===== src/rtl/bol_video_rx_pkg.sv =====
// Shared defaults and FSM state encoding for the bolometer video receiver.
package bol_video_rx_pkg;

    localparam int ADC_W_DEF         = 14;
    localparam int WORDS_PER_ROW_DEF = 192;
    localparam int ROWS_DEF          = 288;

    typedef enum logic [1:0] {
        ST_SYNC = 2'd0,
        ST_ROW  = 2'd1,
        ST_GAP  = 2'd2
    } state_t;

endpackage


===== src/rtl/bol_rx_fifo.sv =====
// First-word fall-through FIFO: read data is valid whenever empty_o is low.
// A write into a full FIFO is accepted only if a read frees a slot in the same cycle.
module bol_rx_fifo #(
    parameter int W     = 30,
    parameter int DEPTH = 16
) (
    input  logic         CLK,
    input  logic         RESET,
    input  logic         wr_en_i,
    input  logic [W-1:0] wr_dat_i,
    input  logic         rd_en_i,
    output logic [W-1:0] rd_dat_o,
    output logic         full_o,
    output logic         empty_o
);

    localparam int AW = $clog2(DEPTH);
    localparam int CW = AW + 1;

    logic [W-1:0]  mem_q [DEPTH];
    logic [AW-1:0] wr_ptr_q, rd_ptr_q;
    logic [CW-1:0] cnt_q;
    logic          do_wr, do_rd;

    assign empty_o  = (cnt_q == '0);
    assign full_o   = (cnt_q == CW'(DEPTH));
    assign do_rd    = rd_en_i & ~empty_o;
    assign do_wr    = wr_en_i & (~full_o | do_rd);
    assign rd_dat_o = mem_q[rd_ptr_q];

    always_ff @(posedge CLK or posedge RESET) begin
        if (RESET) begin
            wr_ptr_q <= '0;
            rd_ptr_q <= '0;
            cnt_q    <= '0;
        end else begin
            if (do_wr) wr_ptr_q <= wr_ptr_q + AW'(1);
            if (do_rd) rd_ptr_q <= rd_ptr_q + AW'(1);
            cnt_q <= cnt_q + CW'(do_wr) - CW'(do_rd);
        end
    end

    always_ff @(posedge CLK) begin
        if (do_wr) mem_q[wr_ptr_q] <= wr_dat_i;
    end

endmodule


===== src/rtl/bol_video_rx.sv =====
// Bolometer video receiver: delay-aligns ADC words to DATAVALID, checks row/frame geometry, packs
// two channels per word into a FWFT FIFO. Optional ramp source on TESTPAT with BOL_VIDEO_RX_TESTPAT_EN.
module bol_video_rx
    import bol_video_rx_pkg::*;
#(
    parameter int ADC_W         = ADC_W_DEF,
    parameter int DATA_DELAY    = 10,
    parameter int WORDS_PER_ROW = WORDS_PER_ROW_DEF,
    parameter int ROWS          = ROWS_DEF,
    parameter int FIFO_DEPTH    = 16
) (
    input  logic               CLK,
    input  logic               RESET,
    input  logic               DATAVALID,
    input  logic               LINE1,
    input  logic [ADC_W-1:0]   ADC_IN1,
    input  logic [ADC_W-1:0]   ADC_IN2,
`ifdef BOL_VIDEO_RX_TESTPAT_EN
    input  logic               TESTPAT,
`endif
    output logic [2*ADC_W-1:0] PIX_DATA,
    output logic               PIX_VALID,
    input  logic               PIX_READY,
    output logic               PIX_SOF,
    output logic               PIX_EOL,
    output logic [15:0]        FRAME_CNT,
    output logic               ERR_OVF,
    output logic               ERR_LEN,
    input  logic               ERR_CLR
);

    localparam int FW  = 2 * ADC_W + 2;
    localparam int WCW = $clog2(WORDS_PER_ROW + 1);
    localparam int RCW = $clog2(ROWS + 1);
    localparam logic [WCW-1:0] WPR_C  = WCW'(WORDS_PER_ROW);
    localparam logic [RCW-1:0] ROWS_C = RCW'(ROWS);

    // Bit 0 is the input register; bit DATA_DELAY lines up with the registered ADC words.
    logic [DATA_DELAY:0] dv_sr_q, l1_sr_q;
    logic                dv_p_q, l1_p_q;
    logic [ADC_W-1:0]    adc1_q, adc2_q;
    state_t              state_q;
    logic [WCW-1:0]      word_cnt_q;
    logic [RCW-1:0]      row_cnt_q;
    logic [15:0]         frame_cnt_q;
    logic                err_len_q, err_ovf_q;

    logic dv_d, l1_d, dv_rise, l1_rise;
    logic new_frame, new_row, row_word, wr_req, wr_sof, wr_eol;
    logic len_set, ovf_set, err_len_d, err_ovf_d;
    logic fifo_full, fifo_empty;
    logic [WCW-1:0]   word_idx;
    logic [ADC_W-1:0] px1, px2;
    logic [FW-1:0]    rd_dat;

    always_ff @(posedge CLK or posedge RESET) begin
        if (RESET) begin
            dv_sr_q <= '0;
            l1_sr_q <= '0;
            dv_p_q  <= 1'b0;
            l1_p_q  <= 1'b0;
            adc1_q  <= '0;
            adc2_q  <= '0;
        end else begin
            dv_sr_q <= {dv_sr_q[DATA_DELAY-1:0], DATAVALID};
            l1_sr_q <= {l1_sr_q[DATA_DELAY-1:0], LINE1};
            dv_p_q  <= dv_d;
            l1_p_q  <= l1_d;
            adc1_q  <= ADC_IN1;
            adc2_q  <= ADC_IN2;
        end
    end

    assign dv_d    = dv_sr_q[DATA_DELAY];
    assign l1_d    = l1_sr_q[DATA_DELAY];
    assign dv_rise = dv_d & ~dv_p_q;
    assign l1_rise = l1_d & ~l1_p_q;

    // The first word of a row is captured in the same cycle the row is recognised.
    assign new_frame = l1_rise & (state_q != ST_ROW);
    assign new_row   = new_frame | ((state_q == ST_GAP) & dv_rise & (row_cnt_q != ROWS_C));
    assign row_word  = (state_q == ST_ROW) & dv_d & (word_cnt_q != WPR_C);
    assign wr_req    = new_row | row_word;
    assign word_idx  = new_row ? '0 : word_cnt_q;
    assign wr_sof    = new_frame;
    assign wr_eol    = (word_idx == WPR_C - WCW'(1));

`ifdef BOL_VIDEO_RX_TESTPAT_EN
    logic tp_q;
    always_ff @(posedge CLK or posedge RESET) begin
        if (RESET) tp_q <= 1'b0;
        else       tp_q <= TESTPAT;
    end
    assign px1 = tp_q ? ADC_W'({word_idx, 1'b0}) : adc1_q;
    assign px2 = tp_q ? ADC_W'({word_idx, 1'b1}) : adc2_q;
`else
    assign px1 = adc1_q;
    assign px2 = adc2_q;
`endif

    assign len_set = ((state_q == ST_ROW) & ~dv_d & (word_cnt_q != WPR_C))
                   | ((state_q == ST_ROW) & dv_d & (word_cnt_q == WPR_C))
                   | ((state_q == ST_GAP) & l1_rise & (row_cnt_q != ROWS_C))
                   | ((state_q == ST_GAP) & dv_rise & ~l1_d & (row_cnt_q == ROWS_C));
    assign ovf_set   = wr_req & fifo_full & ~PIX_READY;
    assign err_len_d = ERR_CLR ? 1'b0 : (err_len_q | len_set);
    assign err_ovf_d = ERR_CLR ? 1'b0 : (err_ovf_q | ovf_set);

    always_ff @(posedge CLK or posedge RESET) begin
        if (RESET) begin
            state_q     <= ST_SYNC;
            word_cnt_q  <= '0;
            row_cnt_q   <= '0;
            frame_cnt_q <= '0;
            err_len_q   <= 1'b0;
            err_ovf_q   <= 1'b0;
        end else begin
            err_len_q <= err_len_d;
            err_ovf_q <= err_ovf_d;
            case (state_q)
                ST_SYNC: begin
                    if (new_frame) begin
                        state_q    <= ST_ROW;
                        row_cnt_q  <= '0;
                        word_cnt_q <= WCW'(1);
                    end
                end
                ST_ROW: begin
                    if (!dv_d) begin
                        state_q    <= ST_GAP;
                        row_cnt_q  <= row_cnt_q + RCW'(1);
                        word_cnt_q <= '0;
                    end else if (row_word) begin
                        word_cnt_q <= word_cnt_q + WCW'(1);
                    end
                end
                ST_GAP: begin
                    if (row_cnt_q == ROWS_C) frame_cnt_q <= frame_cnt_q + 16'd1;
                    if (new_frame) begin
                        state_q    <= ST_ROW;
                        row_cnt_q  <= '0;
                        word_cnt_q <= WCW'(1);
                    end else if (new_row) begin
                        state_q    <= ST_ROW;
                        word_cnt_q <= WCW'(1);
                    end else if (row_cnt_q == ROWS_C) begin
                        state_q <= ST_SYNC;
                    end
                end
                default: state_q <= ST_SYNC;
            endcase
        end
    end

    bol_rx_fifo #(
        .W     (FW),
        .DEPTH (FIFO_DEPTH)
    ) u_fifo (
        .CLK      (CLK),
        .RESET    (RESET),
        .wr_en_i  (wr_req),
        .wr_dat_i ({px2, px1, wr_sof, wr_eol}),
        .rd_en_i  (PIX_READY),
        .rd_dat_o (rd_dat),
        .full_o   (fifo_full),
        .empty_o  (fifo_empty)
    );

    // Memory contents are undefined after reset, so outputs are forced low while empty.
    assign PIX_VALID = ~fifo_empty;
    assign PIX_DATA  = fifo_empty ? '0 : rd_dat[FW-1:2];
    assign PIX_SOF   = ~fifo_empty & rd_dat[1];
    assign PIX_EOL   = ~fifo_empty & rd_dat[0];
    assign FRAME_CNT = frame_cnt_q;
    assign ERR_LEN   = err_len_q;
    assign ERR_OVF   = err_ovf_q;

endmodule


===== config.mk =====
export PLATFORM = sky130hd
export DESIGN_NAME = bol_video_rx
export DESIGN_NICKNAME = d
export VERILOG_FILES = /design/src/rtl/bol_video_rx_pkg.sv /design/src/rtl/bol_rx_fifo.sv /design/src/rtl/bol_video_rx.sv
export SDC_FILE = /design/constraint.sdc
export NUM_CORES = 1
export LEC_CHECK = 0
export ABC_AREA = 1
export CAP_MARGIN = 10
export CORE_MARGIN = 1
export CORE_UTILIZATION = 44
export DETAILED_ROUTE_END_ITERATION = 7
export PLACE_DENSITY = 0.58
export SLEW_MARGIN = 20
export SYNTH_ARGS = -nofsm -noshare
export SYNTH_HDL_FRONTEND = slang
export SYNTH_SLANG_ARGS = --single-unit

===== constraint.sdc =====
create_clock -name CLK -period 10.31 [get_ports CLK]
set_input_delay 2.062 -clock CLK [delete_from_list [all_inputs] [get_ports CLK]]
set_output_delay 2.062 -clock CLK [all_outputs]
set_load 0.01 [all_outputs]

==> results of run 1 <==
power by group:
group / switching (W) / internal [W] / leakage, nW
Clock: 0.000877 / 0.00120 / 0.928
Combinational: 0.00156 / 0.000805 / 3.67
Sequential: 0.000184 / 0.00274 / 5.59
Total: 0.00262 / 0.00475 / 10.2
how the worst max path moves through the flow:
stage / from / endpoint / slack [ns]
3_3_place_gp: u_fifo.rd_ptr_q[0] / PIX_DATA[26] / 4.53
2_1_floorplan: RESET / ERR_LEN / 5.57
3_5_place_dp: u_fifo.rd_ptr_q[0] / PIX_DATA[26] / 4.55
4_1_cts: u_fifo.rd_ptr_q[0] / PIX_DATA[26] / 3.83
5_1_grt: u_fifo.rd_ptr_q[0] / PIX_DATA[26] / 3.59
6_report: u_fifo.rd_ptr_q[0] / PIX_DATA[26] / 3.88
sequential cells by signal (all words and copies together), names as in the netlist, 2 cells and up:
signal / flops
FRAME_CNT: 16
adc1_q: 14
adc2_q: 14
dv_sr_q: 11
l1_sr_q: 11
row_cnt_q: 9
state_q: 2
u_fifo.cnt_q: 5
u_fifo.mem_q: 480
u_fifo.rd_ptr_q: 4
u_fifo.wr_ptr_q: 4
word_cnt_q: 8
area by class of cell:
type,instances,area share (%)
multi-input cells,1298,22.1
repair buffers,110,3.83
flip-flops and latches,582,62.9
well taps,688,3.19
clock buffers,83,6.06
inverters,69,1.02
clock inverters,26,0.885
worst register-to-register path, cell delays in order (launching register included):
cell     delay, ns
dfrtp_1       0.39
inv_1         0.09
ha_1          0.14
nand2_1       0.06
nor4_1        0.38
inv_1         0.22
nand2_4       0.47
inv_1         0.11
ha_1          0.25
fa_1          0.41
a21oi_1       0.14
nor2_1        0.05
nor2_1        0.11
xor2_1        0.16
synth_stat cells, drive strengths merged, types with 2 or more instances:
cell type / number
inv: 69
nand2: 738
clkbuf: 18
o21ai: 18
buf: 90
xnor2: 4
a21oi: 38
nand3b: 2
nand3: 389
ha: 16
o21bai: 2
xor2: 19
nand4: 11
nor2: 49
nor3: 6
edfxtp: 480
nor4: 2
dfrtp: 102
layer usage:
metal  part of all wire, %  wire length [um]  vias up  global-route usage (%)
met5                     0                 0        -                       0
met4                   1.9              1110        0                    5.85
met3                   6.1              3500       75                    3.71
met2                    48             27700      458                    35.1
li1                      -                 -     7175                       -
met1                    44             25200     7508                    29.3
per-stage QoR:
step | cells | total power [W] | hold slack [ns]
final | 2856 | 0.00737 | 0.344
after global routing | 2856 | 0.00777 | 0.357
after CTS | 2856 | 0.00743 | 0.348
after detailed placement | 2747 | 0.00534 | 0.336
after global placement | 2747 | 0.00531 | 0.335
after floorplan | 2057 | 0.00454 | 0.331
kinds of logic after synthesis:
kind of cell	Yosys count	share of synthesized area (%)
and+or+nand+nor	1199	21.6
DFF	582	71.4
buffers and inverters	177	3.92
AOI/OAI and AO/OA	59	1.29
xor gates and xnor gates	23	0.848
adders and majority gates	17	0.927
==> out/summary.txt, run 1 <==
Root Driver: clkbuf_16
top cell type's share of synthesized area: 60.7%
crit path max-delay cell type: buf_4
Initial DRC Count: 1418
CTS Hold Bufs: 0
total die area: 0.0549 sq mm
Highest Clock Rate: 155 MHz
# rows: 84
post-route ant nets: 0
R2R Path Start: u_fifo.cnt_q[3]
Place WS: 4.55 ns
first drt pass iteration count: 6
Initial Utilization: 44.8%
worst reg2reg endpoint: u_fifo.cnt_q[4]
Worst Hold Path EP: l1_sr_q[10]
Peak VDD IR: 0.000158 V
n_diodes: 0
Ys Warns: 0
Final Skew: 0.0155 ns
Sink Count: 582
crit path DAT: 4.37 ns
commonest non-fill, non-tap cell in the layout: nand2_1
Yosys reg bits: 582
Ports: 83
max-slew violations: 0
post-synthesis sequential area ratio: 71.4%
Total GRT Usage: 21.4%
fin crit period: 6.43 ns
routed len/inst: 20.2 um
port bufs: 82
layout cells sized above 1: 7.24%
dominant cells by area after synthesis: edfxtp_1, nand2_1, dfrtp_1
Worst slew margin: 26.1%
status: finished clean
CP Buf/Inv Count: 3
worst hold path type: reg -> reg
worst min-delay path startpoint: l1_sr_q[9]
Leak Pwr: 10.2 nW
via-per-instance ratio: 5.33
setup bufs post-CTS: 0
crit end category: output pin
worst setup margin: 3.88 ns
storage element area: 0.0170 sq mm
H-tree levels: 2
Nets: 2170
final setup fails: 0
CTS resizes: 0
routability cong.: 0.779
Hold Crit Depth: 0
CORE AREA: 0.0530 sq mm
crit-path max cell delay: 0.92 ns
Net Count, Synth: 2108
reg-to-reg setup timing slack: 7.25 ns
hpwl dp: 28.3 mm
Fill cells: 4685
Worst EP required: 8.25 ns
Tcrit/Tclk final: 62.4%
Worst-Skew Late Latency: 0.63 ns
post-route setup TNS: 0 ns
Synth Instances: 2057
max cap viols: 0
worst-path fanout max: 100
pwr dens: 273 mW/mm^2
Vias: 15200
R2R depth: 13
Crit path max-delay family: buffers and inverters
CTS max path bufs: 3
Final Hold Fails: 0
library cells used by synthesis: 37
drt drc: 0
critical path class: reg -> out
worst path cell trace: inv_6, buf_4, nand2_1, nand3_1, nand3_1, nand2_1, nand2_1, a21oi_1, clkdlybuf4s50_1
Num CTS Buffers: 58
placed inst area: 0.0251 sq mm
total gr overflow: 0
die span in y: 234 um
first-pass GRT wire length: 87.9 mm
area grow syn2layout: 13.6%
initial antenna violation count: 0
FFs w/ async S/R, synth: 17.5%
post-layout instance area: 0.0270 sq mm
clock transition at the registers of the reported paths: 0.06 ns
number of synthesized flops with an enable pin: 480
multi-input logic area: 0.00597 sq mm
WL final: 57.6 mm
CTS tree: built
vias in the first global route: 14700
CP Depth: 9
worst slew pin tran: 1.11 ns
area leader, netlist: edfxtp_1
syn avg cell area: 11.5 sq um
Chip Width: 234 um
Top FF cell, synth: edfxtp_1
largest net degree at the start of global routing: 101
most frequent cells in the layout: nand2_1, edfxtp_1, nand3_1
Final Core Density: 51.0%
unrepaired setup endpoints after global routing: no
Syn Std Cell Area: 0.0238 sq mm
Top cell by count, worst path: nand2_1
CP startpoint kind: flip-flop
Power figures use the tool's default switching activity.
==> run 2, diff against run 1 <==
==> constraint.sdc (replaced) <==
create_clock -name CLK -period 6.7 [get_ports CLK]
set_input_delay 1.34 -clock CLK [delete_from_list [all_inputs] [get_ports CLK]]
set_output_delay 1.34 -clock CLK [all_outputs]
set_load 0.01 [all_outputs]
==> run 2 against run 1 <==
Critical path depth unchanged. Cell count about the same. First-iteration DRC count about the same. Die area unchanged. Core utilization up 0.13 points. Register-to-register slack worse by 3.7 ns. Largest power group unchanged. Clock power up 58%. Sequential cell count unchanged. Power up 55%. Critical endpoint is now PIX_DATA[0]. Clock skew up 0.0019 ns. Clock-buffer cell count up 1.
==> out/summary.txt, run 2 (same netlist as run 1, synthesis figures left out) <==
Crit path max-delay family: buffers and inverters
Chip Width: 234 um (unchanged)
crit-path max cell delay: 0.79 ns (-0.13 ns)
CTS max path bufs: 3 (unchanged)
R2R depth: 13 (unchanged)
port bufs: 82 (unchanged)
critical path class: reg -> out
Hold Crit Depth: 0 (unchanged)
Total GRT Usage: 21.6% (+0.20 points)
switching portion of total power: 35.3% (-0.31 points)
first-pass GRT wire length: 88.1 mm (+0.31%)
CTS resizes: 0 (unchanged)
drt drc: 0 (unchanged)
total gr overflow: 0 (unchanged)
Worst EP required: 5.36 ns (-2.89 ns)
max cap viols: 0 (unchanged)
vias in the first global route: 14800 (+0.31%)
worst slew pin tran: 1.07 ns (-0.0360 ns)
Highest Clock Rate: 182 MHz
Internal: 0.00738 W (+55%)
Comb pwr share: 31.7% (-0.4 points)
Root Driver: clkbuf_16
routability cong.: 0.752 (-3.4%)
commonest non-fill, non-tap cell in the layout: nand2_1
Final Hold Fails: 0 (unchanged)
status: finished clean
Sequential Power Share: 39.4% (-0.3 points)
first drt pass iteration count: 5 (-1)
clock transition at the registers of the reported paths: 0.06 ns (about the same)
Nets: 2171 (+0.046%)
Worst-Skew Late Latency: 0.62 ns (about the same)
initial antenna violation count: 1 (+1)
WL final: 57.8 mm (+0.39%)
Worst Hold Path EP: l1_sr_q[9]
max reg flops: 480 (unchanged)
worst-path fanout max: 116 (+16%)
Initial Utilization: 44.8% (unchanged)
die span in y: 234 um (unchanged)
worst hold path type: reg -> reg
setup bufs post-CTS: 0 (unchanged)
Tcrit/Tclk final: 82.2%
register with the most flip-flops: u_fifo.mem_q
CTS tree: built
unrepaired setup endpoints after global routing: no
worst path cell trace: inv_6, buf_4, nand2_1, nand3_1, nand3_1, nand2_1, nand2_1, a21oi_1, clkdlybuf4s50_1
most frequent cells in the layout: nand2_1, edfxtp_1, nand3_1
CTS Hold Bufs: 0 (unchanged)
H-tree levels: 2 (unchanged)
pwr dens: 421 mW/mm^2 (+54%)
routed len/inst: 20.2 um (+0.32%)
layout cells sized above 1: 7.19% (-0.049 points)
Clk pwr share: 28.8% (+0.6 points)
post-route setup TNS: 0 ns (unchanged)
R2R Path Start: u_fifo.cnt_q[3]
Sink Count: 582 (unchanged)
CP Buf/Inv Count: 3 (unchanged)
CP startpoint kind: flip-flop
total die area: 0.0549 sq mm (unchanged)
worst min-delay path startpoint: l1_sr_q[8]
fin crit period: 5.50 ns
largest net degree at the start of global routing: 123 (+22%)
final setup fails: 0 (unchanged)
# rows: 84 (unchanged)
Initial DRC Count: 1419 (+0.071%)
Worst slew margin: 28.4% (+2.3 points)
CORE AREA: 0.0530 sq mm (unchanged)
Leak Pwr: 10.2 nW (about the same)
Ports: 83 (unchanged)
crit path DAT: 4.16 ns (-0.21 ns)
Peak VDD IR: 0.000303 V (+92%)
Net Sw Power: 0.00402 W (+53%)
Final Skew: 0.0175 ns (+0.00191 ns)
crit path max-delay cell type: inv_6
Design Power: 0.0114 W (+55%)
Num CTS Buffers: 59 (+1.7%)
crit end category: output pin
Top cell by count, worst path: nand2_1
Vias: 15100 (-0.71%)
hpwl dp: 28.0 mm (-1.2%)
post-route ant nets: 0 (unchanged)
reg-to-reg setup timing slack: 3.58 ns (-3.67 ns)
max-slew violations: 0 (unchanged)
area grow syn2layout: 13.9%
worst reg2reg endpoint: u_fifo.cnt_q[4]
via-per-instance ratio: 5.29 (-0.78%)
==> run 2: power groups by stage <==
stage / Clock [W] / Sequential [W] / Combinational (W)
detailed placement: 0 / 0.00457 / 0.00367
global route: 0.00348 / 0.00453 / 0.00404
finish: 0.00329 / 0.00450 / 0.00362
floorplan: 0 / 0.00439 / 0.00260
CTS: 0.00335 / 0.00450 / 0.00368
global placement: 0 / 0.00456 / 0.00363
==> run 2: stage by stage <==
step | hold WS (ns) | cells | utilization, % | setup slack, ns | area, sq um
3_5_place_dp | 0.336 | 2747 | 47.4 | 1.78 | 25100
5_1_grt | 0.354 | 2858 | 51.1 | 0.929 | 27100
2_1_floorplan | 0.331 | 2057 | - | 2.68 | 23800
4_1_cts | 0.349 | 2857 | 51.1 | 1.11 | 27000
6_report | 0.346 | 2858 | 51.1 | 1.20 | 27100
3_3_place_gp | 0.332 | 2747 | 47.4 | 1.77 | 25100
==> run 2: layer usage <==
metal | up-vias | part of all wire (%) | GRT usage [%]
li1 | 7179 | - | -
met1 | 7417 | 44 | 30.3
met2 | 428 | 48 | 35.2
met3 | 84 | 5.7 | 2.88
met4 | 0 | 2.1 | 5.93
met5 | - | 0 | 0
==> run 2: final cells by class <==
type	count	area (sq um)
Clock inverter	26	297
Clock buffer	84	1630
Inverter	69	277
Fill cell	4646	25900
Tap cell	688	861
Sequential cell	582	17000
Multi-Input combinational cell	1298	5970
Antenna cell	1	2.50
Timing Repair Buffer	110	1040
==> run 2: worst max-delay path by stage <==
| stage | startpoint | end | cells after the start |
|---|---|---|---|
| finish | u_fifo.rd_ptr_q[0] | PIX_DATA[0] | 9 |
| global route | u_fifo.rd_ptr_q[0] | PIX_DATA[0] | 9 |
| CTS | u_fifo.rd_ptr_q[0] | PIX_DATA[0] | 9 |
| detailed placement | u_fifo.rd_ptr_q[0] | PIX_DATA[0] | 9 |
| global placement | u_fifo.rd_ptr_q[0] | PIX_DATA[0] | 9 |
| floorplan | RESET | ERR_LEN | 1 |
